## src/rtl/cnn_pkg.sv

```systemverilog
// Shared CNN definitions: default geometry, pooling-FSM state type and the
// pixel-to-window index helper used by the max-pool layer.
package cnn_pkg;

  localparam int DATA_W   = 32;
  localparam int MAP_DIM  = 6;
  localparam int POOL_DIM = MAP_DIM / 2;

  typedef enum logic [1:0] {
    IDLE = 2'd0,
    LOAD = 2'd1,
    DONE = 2'd2
  } pool_state_t;

  // 2x2 windows, stride 2, laid out row-major in the pooled map.
  function automatic int pool_index(input int row, input int col, input int pool_dim);
    return (row / 2) * pool_dim + (col / 2);
  endfunction

endpackage

```

## src/rtl/pool_idx_gen.sv

```systemverilog
// Raster row/col tracker for the max-pool layer: produces the pooled-map
// window index, a first-pixel-of-window flag and a last-pixel-of-frame flag.
module pool_idx_gen
  import cnn_pkg::*;
#(
  parameter int MAP_DIM = cnn_pkg::MAP_DIM,
  parameter int CNT_W   = 3,
  parameter int IDX_W   = 4
) (
  input  logic             clk,
  input  logic             rst,
  input  logic             clear,
  input  logic             advance,
  output logic [IDX_W-1:0] win_idx,
  output logic             first_of_win,
  output logic             last_pixel
);

  localparam logic [CNT_W-1:0] LAST_POS = CNT_W'(MAP_DIM - 1);

  logic [CNT_W-1:0] row_q, row_d;
  logic [CNT_W-1:0] col_q, col_d;

  always_comb begin
    row_d = row_q;
    col_d = col_q;
    if (clear) begin
      row_d = '0;
      col_d = '0;
    end else if (advance) begin
      if (col_q == LAST_POS) begin
        col_d = '0;
        row_d = (row_q == LAST_POS) ? '0 : row_q + 1'b1;
      end else begin
        col_d = col_q + 1'b1;
      end
    end
  end

  always_ff @(posedge clk or negedge rst) begin
    if (!rst) begin
      row_q <= '0;
      col_q <= '0;
    end else begin
      row_q <= row_d;
      col_q <= col_d;
    end
  end

  assign win_idx      = IDX_W'(pool_index(int'(row_q), int'(col_q), MAP_DIM / 2));
  assign first_of_win = ~row_q[0] & ~col_q[0];
  assign last_pixel   = (row_q == LAST_POS) && (col_q == LAST_POS);

endmodule

```

## src/rtl/maxpool_layer.sv

```systemverilog
// 2x2 / stride-2 max-pool over a raster pixel stream, one frame per enable.
// Define MAXPOOL_RELU_EN to clamp the pooled map at zero on entry to DONE.
module maxpool_layer
  import cnn_pkg::*;
#(
  parameter int MAP_DIM = cnn_pkg::MAP_DIM,
  parameter int DATA_W  = cnn_pkg::DATA_W
) (
  input  logic                     clk,
  input  logic                     rst,
  input  logic                     enable,
  input  logic                     in_valid,
  input  logic signed [DATA_W-1:0] in_data,
  output logic                     in_ready,
  output logic signed [DATA_W-1:0] pool_out [0:(MAP_DIM/2)*(MAP_DIM/2)-1],
  output logic                     done,
  output logic                     busy
);

  localparam int POOL_SIDE = MAP_DIM / 2;
  localparam int POOL_N    = POOL_SIDE * POOL_SIDE;
  localparam int CNT_W     = (MAP_DIM > 2) ? $clog2(MAP_DIM) : 1;
  localparam int IDX_W     = (POOL_N > 1) ? $clog2(POOL_N) : 1;

  generate
    if ((MAP_DIM % 2) != 0 || MAP_DIM < 2) begin : g_bad_map_dim
      $error("maxpool_layer: MAP_DIM must be even and at least 2");
    end
  endgenerate

  pool_state_t state_q, state_d;
  logic        done_q, done_d;
  logic signed [DATA_W-1:0] pool_q [0:POOL_N-1];
  logic signed [DATA_W-1:0] pool_d [0:POOL_N-1];

  logic             accept;
  logic             start;
  logic [IDX_W-1:0] win_idx;
  logic             first_of_win;
  logic             last_pixel;

  assign in_ready = (state_q == LOAD);
  assign busy     = (state_q == LOAD);
  assign done     = done_q;
  assign accept   = in_ready && in_valid;
  assign start    = (state_q == IDLE) && enable;

  pool_idx_gen #(
    .MAP_DIM (MAP_DIM),
    .CNT_W   (CNT_W),
    .IDX_W   (IDX_W)
  ) u_idx (
    .clk          (clk),
    .rst          (rst),
    .clear        (start),
    .advance      (accept),
    .win_idx      (win_idx),
    .first_of_win (first_of_win),
    .last_pixel   (last_pixel)
  );

  always_comb begin
    state_d = state_q;
    pool_d  = pool_q;
    case (state_q)
      IDLE: begin
        if (enable) state_d = LOAD;
      end
      LOAD: begin
        if (accept) begin
          // First pixel of a window overwrites whatever the last frame left.
          if (first_of_win) begin
            pool_d[win_idx] = in_data;
          end else if (in_data > pool_q[win_idx]) begin
            pool_d[win_idx] = in_data;
          end
          if (last_pixel) state_d = DONE;
        end
      end
      DONE: begin
        // The first DONE cycle finalises the map; done is raised after it.
        if (!done_q) begin
`ifdef MAXPOOL_RELU_EN
          for (int i = 0; i < POOL_N; i++) begin
            if (pool_q[i][DATA_W-1]) pool_d[i] = '0;
          end
`endif
        end else if (!enable) begin
          state_d = IDLE;
        end
      end
      default: state_d = IDLE;
    endcase
    done_d = (state_q == DONE) && (state_d == DONE);
  end

  always_ff @(posedge clk or negedge rst) begin
    if (!rst) begin
      state_q <= IDLE;
      done_q  <= 1'b0;
    end else begin
      state_q <= state_d;
      done_q  <= done_d;
    end
  end

  generate
    for (genvar gi = 0; gi < POOL_N; gi++) begin : g_pool
      always_ff @(posedge clk or negedge rst) begin
        if (!rst) begin
          pool_q[gi] <= '0;
        end else begin
          pool_q[gi] <= pool_d[gi];
        end
      end
      assign pool_out[gi] = pool_q[gi];
    end
  endgenerate

endmodule

```

## config.mk

```make
export PLATFORM = sky130hd
export DESIGN_NAME = maxpool_layer
export DESIGN_NICKNAME = d
export VERILOG_FILES = /design/src/rtl/cnn_pkg.sv /design/src/rtl/pool_idx_gen.sv /design/src/rtl/maxpool_layer.sv
export SDC_FILE = /design/constraint.sdc
export NUM_CORES = 1
export LEC_CHECK = 0
export BUFFER_PORTS_ARGS = -buffer_cell sky130_fd_sc_hd__buf_2
export CAP_MARGIN = 20
export CORE_UTILIZATION = 40
export DETAILED_ROUTE_END_ITERATION = 10
export GPL_TIMING_DRIVEN = 0
export PLACE_DENSITY_LB_ADDON = 0.1
export SLEW_MARGIN = 20
export SYNTH_ARGS = -nofsm -noshare
export SYNTH_HDL_FRONTEND = slang
export SYNTH_SLANG_ARGS = --single-unit
```

## constraint.sdc

```tcl
create_clock -name clk -period 5.4 [get_ports clk]
set_input_delay 1.08 -clock clk [delete_from_list [all_inputs] [get_ports clk]]
set_output_delay 1.08 -clock clk [all_outputs]
set_load 0.03 [all_outputs]
```

# [Word level (Yosys, flattened, before mapping)]
# Cells that the tools add are included.
[word_totals] register_bits=297 input_bits=36 output_inout_bits=291 elab_cells=61
[classes] addsub=3 mul=1 magnitude_cmp=3 eq_ne=5 n_mux=21 bitwise_logic=4 reduce_logical=11
[ops] operator="two-way mux 288 bit" count=2
[ops] operator="bitwise mux 288 bit" count=1
[ops] operator="binary-select mux 32 bit (select 4 bit)" count=1
[ops] operator="demux 32 bit (select 4 bit)" count=1
[ops] operator="two-way mux 32 bit" count=3
[ops] operator="> comparator 32 bit" count=1
[ops] operator="two-way mux 3 bit" count=7
[ops] operator="two-way mux 2 bit" count=5
[ops] operator="adder 3 x 1 -> 3 bit (second input constant)" count=2
[ops] operator="equality test 3 bit (second input constant)" count=2
[ops] operator="case mux 2 bit (3 select lines)" count=1
[ops] operator="nonzero test 2 bit" count=3
[ops] operator=">= comparator 5 bit (second input constant)" count=1
[ops] operator="logical AND 1 bit" count=5
[ops] operator="less-than comparator 5 x 1 -> 1 bit (second input constant)" count=1
[ops] operator="NOT 4 -> 5 bit" count=1
[ops] operator="adder 4 x 3 -> 4 bit" count=1
[ops] operator="equality test 2 bit (second input constant)" count=2
[ops] operator="multiplier 2 x 2 -> 4 bit (second input constant)" count=1
[ops] operator="AND reduction 3 bit" count=1
[ops] operator="equality test 2 x 1 -> 1 bit (second input constant)" count=1
[ops] operator="zero test 2 bit" count=1
[ops] operator="NOT 1 bit" count=2
[ops] operator="AND reduction 2 bit" count=1
[ops] operator="AND 1 bit" count=1

# [Longest topological paths before layout]
# Gate-level depths: netlist (run 1).
[logic_depth] ltp_word=10 mapped_depth=19 depth_no_buf=14

# [Hierarchy]
# From an unflattened synthesis (run 1), not the netlist that was laid out.
[unflattened] cells_unflattened=923 hier_area_um2=14081.0
[modules_own_cells] module="maxpool_layer" instances=1 cells_each=883 area_each_um2=13695.6 seq_area_each_um2=7282.0
[modules_own_cells] module="pool_idx_gen" instances=1 cells_each=40 area_each_um2=385.4 seq_area_each_um2=150.1

# [Worst setup path before layout (run 1)]
# No wires, ideal clock.
[synth_path] path_type="reg-to-reg" from="reg u_idx.col_q[2]" to="reg pool_q, in the netlist pool_out[65]" setup_time_ps=125 arrival_ps=4876 required_time_ps=5275 slack_ps=399 stages_incl_launch_ff=18 path_buffers=5 period_less_slack_ps=5001 path_cell_list="dfrtp_1 fa_1 ha_1 fa_1 clkbuf_1 nor4b_1 clkbuf_1 a21oi_1 ha_1 nand4_2 a2111oi_0 o41ai_1 a211oi_2 buf_6 and3_4 buf_6 buf_12 mux2_4"
[synth_between] elab_chain_cells=9 word_cells_on_any_way=16 cone_classes="add/sub (1); order compare (3); mux (8); bitwise (1); reduce/logical (3)"
[synth_rtl] item="from (decl)" line_no="pool_idx_gen.sv:22" rtl="logic [CNT_W-1:0] col_q, col_d;"
[synth_rtl] item="from (signal assigned)" line_no="pool_idx_gen.sv:46" rtl="col_q <= col_d;"
[synth_rtl] item="adder 4 x 3 -> 4 bit *" line_no="cnn_pkg.sv:17" rtl="return (row / 2) * pool_dim + (col / 2);"
[synth_rtl] item="NOT 4 -> 5 bit (not written as such) *" line_no="maxpool_layer.sv:73, maxpool_layer.sv:74, maxpool_layer.sv:75"
[synth_rtl] item="parallel branches: the longest is 7 deep, another holds > comparator 32 bit"
[synth_rtl] item="to (signal, indexed assignment)" line_no="maxpool_layer.sv:113" rtl="pool_q[gi] <= pool_d[gi];"
[synth_rtl] item="to (decl)" line_no="maxpool_layer.sv:33" rtl="logic signed [DATA_W-1:0] pool_q [0:POOL_N-1];"
# Mark *: on every way between the ends. The select of a mux whose other input is x is not followed.
# A chain may end at the register's enable or synchronous reset.

# [Final worst setup path (run 1)]
[layout_path] from="reg u_idx.col_q[2]" to="reg pool_q, in the netlist pool_out[44]"
# The elaborated chain is that of the path after synthesis.

==> results of run 1 <==
==> state kept, by name, summed over array words and instances (netlist names) <==
signal       count
done             1
pool_out       288
state_q          2
u_idx.col_q      3
u_idx.row_q      3
==> timing repair <==
item	CTS	global route
hold buffers	0	0
cloned	0	0
resized for setup	66	60
pin swaps	1	3
endpoints found under the setup margin	288	271
buffers inserted	2	2
==> cell families after synthesis <==
logic type / share of synthesized area (%)
buffers and inverters: 3.31
multiplexers: 26.5
AO/OA/AOI/OAI: 10.5
AND/OR/NAND/NOR: 4.49
adder cells (fa/ha/maj): 3.25
flip-flops: 52.0
==> worst max-delay path, cell delays in order, from the launching register on <==
cell and delay (ps):
dfrtp_1 460, fa_1 500, ha_1 230, fa_2 570
nor4b_4 240, buf_4 180, clkbuf_4 240, a21oi_1 100
ha_1 320, nand4_1 270, nor4_4 460, o41ai_2 180
a211oi_2 360, buf_6 190, nand4_1 280, clkbuf_2 370
o2bb2ai_1 190
==> final timing paths <==
check,start,endpoint,slack (ps),depth (start not counted)
max,u_idx.col_q[2],pool_out[44],120,16
min,rst,pool_out[196],420,1
max reg2reg,u_idx.col_q[2],pool_out[44],120,16
min reg2reg,state_q[0],done,490,1
max in group asynchronous,rst,pool_out[206],4190,2
min in group clk,state_q[0],done,490,1
==> final cells by class <==
cell class / instances / area (um^2)
Inverter: 2 / 7.51
Tap cell: 455 / 569
Sequential cell: 297 / 7430
Multi-Input combinational cell: 618 / 6440
Clock buffer: 49 / 1040
Buffer: 74 / 626
Timing Repair Buffer: 333 / 1750
Clock inverter: 10 / 130
Antenna cell: 1 / 2.50
Fill cell: 3174 / 16900
==> power breakdown <==
group | internal, mW | switching, mW | total (mW)
logic | 2.61 | 4.15 | 6.76
registers | 2.89 | 0.542 | 3.43
clock network | 1.48 | 0.949 | 2.43
==> layer usage <==
layer	vias up	part of all wire [%]
met5	-	0.027
met4	2	2.4
met3	77	6.9
met2	379	45
met1	5537	45
li1	4545	-
==> layout by cell type, fill, tap and decap left out, types with 4 or more instances in the layout <==
cell type  instances
a21o_1             4
a21oi_1           46
buf_12             6
buf_2            338
buf_4              8
buf_6             19
clkbuf_1          11
clkbuf_16         37
clkbuf_2           7
clkbuf_4          18
clkbuf_8           7
clkinv_2           5
dfrtp_1          296
ha_1              34
mux2_1            29
mux2_2            71
mux2_4            60
mux2i_1           32
mux4_2            64
nand2_1           42
nand3_1            8
nand4_1            9
nor2_1            41
nor2b_1            4
nor3_1             5
o21ai_0            6
o2bb2ai_1        128
==> metrics.csv, run 1 <==
metric;value;unit
grtUsageTotal;27.2;%
grt_busiest_layer;met2;
yosys.area.top_type;dfrtp_1;
wl;49000;um
dp_hpwl;33500;um
total_power;12.6;mW
clkSinkCount;297;
yosysMostFrequentCell;dfrtp_1;
syn_nets;1065;
max_slew_margin;48.6;%
grt_pass1_wl;72500;um
fp.dieW;191;um
hold_viol_final;0;
setup_viol;0;
first_pass_iters;5;
crit_fanout;10;
row_count;68;
start_util;41.0;%
grt_max_degree;96;
dpl_cell_area;16600;um^2
fin_area;18000;um^2
drt_iter0_drc;573;
critPathRequiredTime;5780;ps
finClkSkew;21.4;ps
htreeDepth;2;
ys_dominant_reg_cell;dfrtp_1;
outcome;complete, no violations;
ios;327;
area_growth_syn_to_layout;25.9;%
synth.avg_cell_area;14.4;um^2
synth_edf_count;0;
crit_path_end_kind;flip-flop;
fmax;0.189;GHz
min_period_over_period;97.7;%
drc;0;
whs;420;ps
vias;10500;
synth_top_area_share;52.0;%
ys_top_cells_by_count;dfrtp_1, o2bb2ai_1, mux2_2;
p_leak;8.66;nW
drive_above_1_share;47.8;%
min_path_type;input port to asynchronous set/reset pin;
worstSetupPathType;flip-flop to flip-flop;
dieArea;36500;um^2
critPathArrivalTime;5660;ps
root_buffer;clkbuf_16;
gp_congestion;0.814;
core;34900;um^2
maxCapViolations;0;
synthArstFlopShare;100;%
clock_latency;510;ps
clock_path_buffers;3;
antenna_found_initial;2;
ys_warn_count;0;
viasPerCell;5.73;
drv_slew;0;
yosysSeqAreaShare;52.0;%
placed_cells_incl_taps;1777;
wl_per_cell;26.6;um
pre_cts_ws;-1550;ps
die_h;191;um
grt_pass1_vias;10700;
nets;1433;
fin_cells;1839;
critical_path.startpoint_type;flip-flop;
fin_crit;5280;ps
synth_area_leaders;dfrtp_1, mux4_2, o2bb2ai_1;
cts_tree;yes;
setup_ws;123;ps
worst_ir_drop_vdd;362;uV
powerDensity;701;nW/um^2
finalCoreUtilization;51.6;%
rsz0062_at_grt;true;
synth_cells;993;
synth_cell_types;46;
use_met3;5.62;%
synth_area;14300;um^2
tightest_slew;770;ps
port_buffers;326;
final.setup.tns;0;ps
ys_ff_latch;297;
use_met1;39.9;%
drt.antenna.violating_nets;0;
met2_usage;40.4;%
clkSlewWorstSetupHoldPaths;60;ps
grt_overflow;0;
cts_buffers;35;
No activity file was read; power rests on OpenSTA's default activity.
==> run 2, diff against run 1 <==
--- a/config.mk
+++ b/config.mk
@@ -5,6 +5,8 @@
 export SDC_FILE = /design/constraint.sdc
 export NUM_CORES = 1
 export LEC_CHECK = 0
+export ABC_AREA = 1
+export ABC_CLOCK_PERIOD_IN_PS = 5400
 export BUFFER_PORTS_ARGS = -buffer_cell sky130_fd_sc_hd__buf_2
 export CAP_MARGIN = 20
 export CORE_UTILIZATION = 40
@@ -14,4 +16,5 @@
 export SLEW_MARGIN = 20
 export SYNTH_ARGS = -nofsm -noshare
 export SYNTH_HDL_FRONTEND = slang
+export SYNTH_HIERARCHICAL = 1
 export SYNTH_SLANG_ARGS = --single-unit
==> run 2 against run 1 <==
Net effect:
- core utilization decreased by 0.62 points
- via count increased by 56%
- wire length increased by 39%
- first-iteration DRC count increased to 3.0 times the previous value
- global-route usage increased by 7.6 points
- worst setup slack improved by 19 ps
- clock skew about the same
- sequential share of layout area decreased by 1.9 points
==> metrics.csv, run 2 <==
metric;value;unit
outcome;complete, no violations;
drt.antenna.violating_nets;0;
syn_nets;1923;
port_buffers;325;
drive_above_1_share;22.2;%
setup_ws;142;ps
core;37000;um^2
crit_path_end_kind;flip-flop;
synth_top_area_share;49.0;%
critical_path.startpoint_type;flip-flop;
cts_tree;yes;
pre_cts_ws;-808;ps
htreeDepth;2;
grt_pass1_wl;99500;um
critPathBufInv;5;
fin_crit;5260;ps
largest_register_ffs;288;
fmax;0.190;GHz
gp_congestion;0.937;
nets;2290;
grtUsageTotal;34.7;%
crit_family;simple AND/OR/NAND/NOR gates;
use_met1;46.2;%
row_count;70;
min_path_type;flip-flop to flip-flop;
wl;68200;um
first_pass_iters;6;
rsz0062_at_grt;true;
critPathRequiredTime;5830;ps
synth.avg_cell_area;8.20;um^2
area_growth_syn_to_layout;24.2;%
max_slew_margin;25.8;%
synth_area;15200;um^2
met2_usage;54.2;%
crit_slowest_cell;fa_1;
drv_slew;0;
viasPerCell;5.99;
r2r_start;u_idx/row_q[1];
r2r_end;pool_out[8];
vias;16500;
tightest_slew;1110;ps
ys_top_cells_by_count;nand2_1, nand4_1, dfrtp_1;
fp.dieW;197;um
yosysMostFrequentCell;nand2_1;
mostFrequentLayoutCells;nand2_1, buf_2, nand4_1;
crit_fanout;10;
grt_overflow;0;
layout_commonest_cell;nand2_1;
hold_viol_final;0;
use_met3;8.04;%
synth_area_leaders;dfrtp_1, nand2_1, nand4_1;
crit_start;u_idx/row_q[1];
root_buffer;clkbuf_16;
r2r_cells;24;
grt_busiest_layer;met2;
cp-endpoint;pool_out[8];
clock_latency;550;ps
dieArea;38700;um^2
maxCapViolations;0;
synth_cells;1851;
critPathArrivalTime;5690;ps
antenna_found_initial;2;
slowest_delay;540;ps
worstSetupPathType;flip-flop to flip-flop;
ys_warn_count;6;
synth_cell_types;31;
worstSetupPathDepth;24;
grt_max_degree;90;
finClkSkew;21.2;ps
start_util;41.1;%
hold_start;state_q[0];
drc;0;
drt_iter0_drc;1738;
cts_buffers;37;
r2r_setup_slack;140;ps
dp_hpwl;50000;um
synth_edf_count;0;
fillers;3730;
clkSlewWorstSetupHoldPaths;60;ps
yosysSeqAreaShare;49.0;%
yosys.area.top_type;dfrtp_1;
ys_dominant_reg_cell;dfrtp_1;
min_period_over_period;97.4;%
clock_path_buffers;3;
cts_hold_buf;0;
grt_pass1_vias;15400;
synthArstFlopShare;100;%
wl_per_cell;24.8;um
clkSinkCount;297;
setup_viol;0;
path_cells;inv_1, fa_1, inv_1, ha_1, nor2_1, clkbuf_2, buf_2, a22oi_1, a21oi_1, a221oi_1, ha_1, a21oi_1, o21ai_0, a21oi_1, nand2_1, nand2_1, nand3_1, nand2_1, nand2_1, nand2_4, nand3_1, buf_2, nand2_1, nand2_1;
worst_path_most_repeated_cell;nand2_1;
ys_ff_latch;297;
die_h;197;um
ios;327;
## run 2: cells by family after synthesis
family | Yosys count | share of synthesized area (%)
compound gates | 154 | 6.98
flops | 297 | 49.0
fa+ha+maj | 36 | 3.07
simple gates | 1142 | 34.0
buf+inv | 222 | 7.03
## run 2: timing repair
item / 4_1_cts / 5_1_grt
pin swaps: 0 / 0
setup endpoints to repair: 288 / 288
setup buffers: 0 / 0
cloned: 0 / 0
resized for setup: 29 / 101
## run 2: how the worst min path moves through the flow
stage               cells after the start  endpoint
floorplan                               1      done
global placement                        1      done
detailed placement                      1      done
CTS                                     1      done
global route                            1      done
finish                                  1      done
## run 2: metal layers
layer	routed length [um]	up-vias	share of wire, %
met5	0	-	0
met3	7610	198	11
met1	26900	7983	39
li1	-	7173	-
met4	3070	0	4.5
met2	30600	1109	45
## run 2: final cells by class
cell class | count | area (um^2) | share of cell area, %
flip-flops and latches | 297 | 7430 | 39.4
multi-input cells | 1332 | 6720 | 35.6
repair buffers | 328 | 1720 | 9.12
clock buffers | 59 | 1110 | 5.89
plain buffers | 189 | 1050 | 5.60
well taps | 504 | 631 | 3.35
inverters | 33 | 124 | 0.657
clock inverters | 5 | 53.8 | 0.285
diodes | 2 | 5.00 | 0.0266
## run 2: per-stage QoR
step | area (um^2) | hold WS, ps | instances | util (%) | setup TNS (ps)
floorplan | 15200 | 430 | 1851 | - | 0
global placement | 17400 | 438 | 2680 | 47.2 | -930480
detailed placement | 17500 | 453 | 2683 | 47.4 | -170330
CTS | 18700 | 464 | 2747 | 50.7 | 0
global route | 18800 | 507 | 2748 | 51.0 | -21.5
finish | 18800 | 474 | 2749 | 51.0 | 0
Power of run 2 is left out: the tool's default activity adds up to more than one toggle a clock period on the data nets, which glitch-free logic cannot reach.
==> run 3, diff against run 2 <==
--- a/config.mk
+++ b/config.mk
@@ -11,7 +11,6 @@
 export CAP_MARGIN = 20
 export CORE_UTILIZATION = 40
 export DETAILED_ROUTE_END_ITERATION = 10
-export GPL_TIMING_DRIVEN = 0
 export PLACE_DENSITY_LB_ADDON = 0.1
 export SLEW_MARGIN = 20
 export SYNTH_ARGS = -nofsm -noshare
==> run 3 against run 2 <==
Net effect:
- via count down 8.7%
- worst setup slack improved by 180 ps
- critical path depth rose by 3
- die area stayed put
==> metrics.csv, run 3 (synthesis results as in run 2) <==
metric;value;unit
finalCoreUtilization;49.9;%
dp_hpwl;38700;um
crit_fanout;20;
row_count;70;
fmax;0.197;GHz
grt_max_degree;140;
worstSetupPathType;flip-flop to flip-flop;
grt_overflow;0;
maxCapViolations;0;
drive_above_1_share;22.5;%
max_slew_margin;37.4;%
root_buffer;clkbuf_16;
placed_cells_incl_taps;2546;
htreeDepth;2;
vias;15000;
critical_path.startpoint_type;flip-flop;
finClkSkew;12.6;ps
wl;60400;um
cts_hold_buf;0;
dpl_cell_area;17200;um^2
area_growth_syn_to_layout;21.5;%
drv_slew;0;
nets;2158;
layout_commonest_cell;nand2_1;
wl_per_cell;23.1;um
drt_iter0_drc;1349;
core;37000;um^2
cts_tree;yes;
min_period_over_period;94.0;%
fin_cells;2615;
critPathArrivalTime;5480;ps
viasPerCell;5.75;
clock_latency;530;ps
setup_viol;0;
fin_crit;5080;ps
outcome;complete, no violations;
hold_viol_final;0;
ios;327;
grtUsageTotal;30.5;%
clock_path_buffers;3;
antenna_found_initial;0;
crit_path_end_kind;flip-flop;
start_util;41.1;%
mostFrequentLayoutCells;nand2_1, buf_2, nand4_1;
clkSlewWorstSetupHoldPaths;60;ps
min_path_type;flip-flop to flip-flop;
tightest_slew;938;ps
diodes;0;
grt_pass1_vias;14300;
largest_register_ffs;288;
drt.antenna.violating_nets;0;
drc;0;
grt_pass1_wl;90500;um
fillers;3665;
first_pass_iters;5;
fin_area;18400;um^2
final.setup.tns;0;ps
cts_buffers;36;
die_h;197;um
port_buffers;326;
dieArea;38700;um^2
gp_congestion;0.944;
clkSinkCount;297;
fp.dieW;197;um
critPathRequiredTime;5810;ps
-- run 3: final cells by class --
class / count / area (um^2) / area share, %
clock buffer: 56 / 1110 / 6.00
clock inverter: 7 / 60.1 / 0.326
inverter: 33 / 140 / 0.760
multi-input combinational: 1332 / 6810 / 36.9
sequential: 297 / 7430 / 40.3
tap: 504 / 631 / 3.42
timing repair buffer: 385 / 2260 / 12.3
timing repair inverter: 1 / 5.00 / 0.0271
-- run 3: metal layers --
| layer | up-vias | part of all wire (%) | wire length (um) | GRT usage, % |
|---|---|---|---|---|
| met5 | - | 0 | 0 | 0 |
| met4 | 0 | 3.4 | 2070 | 10.9 |
| met3 | 110 | 8.0 | 4840 | 6.06 |
| met2 | 673 | 47 | 28300 | 49.0 |
| met1 | 7378 | 42 | 25200 | 40.9 |
| li1 | 6877 | - | - | - |
-- run 3: worst paths after layout --
| check | depth (start not counted) | startpoint | to | slack (ps) |
|---|---|---|---|---|
| worst max-delay path | 27 | u_idx/row_q[2] | pool_out[157] | 320 |
| worst min-delay path | 1 | state_q[0] | done | 470 |
| worst max register to register | 27 | u_idx/row_q[2] | pool_out[157] | 320 |
| worst min register to register | 1 | state_q[0] | done | 470 |
| max in group asynchronous | 2 | rst | pool_out[283] | 3570 |
| min in group asynchronous | 1 | rst | done | 560 |
-- run 3: through the flow --
stage          hold WS, ps  setup slack (ps)
6_report               470               325
5_1_grt                510             -28.6
4_1_cts                467               180
3_5_place_dp           458               212
3_3_place_gp           441               270
2_1_floorplan          430              1040
-- run 3: worst max-delay path, stage by stage, from the launching register on --
cell        delay, ps
dfrtp_1           410
inv_1             130
fa_1              430
inv_1              70
ha_1              130
inv_1              50
fa_1              500
inv_1              80
nor2_2            210
clkinvlp_4        240
buf_12            220
a21oi_1           200
a221oi_1          100
ha_1              320
a21oi_1            70
o21ai_0           400
a21oi_1           120
nand2_1            90
nand2_1            60
nand2_1            60
nand2_1            50
nand2_1            50
nand2_1           120
nand2_8           200
nand3_2           160
buf_4             310
nand2_1            90
nand2_1            60
-- run 3: repair_timing --
item	in CTS	in global routing
setup endpoints to repair	0	263
setup buffers	0	4
gates resized for setup	0	9
Power of run 3 is left out for the same reason.
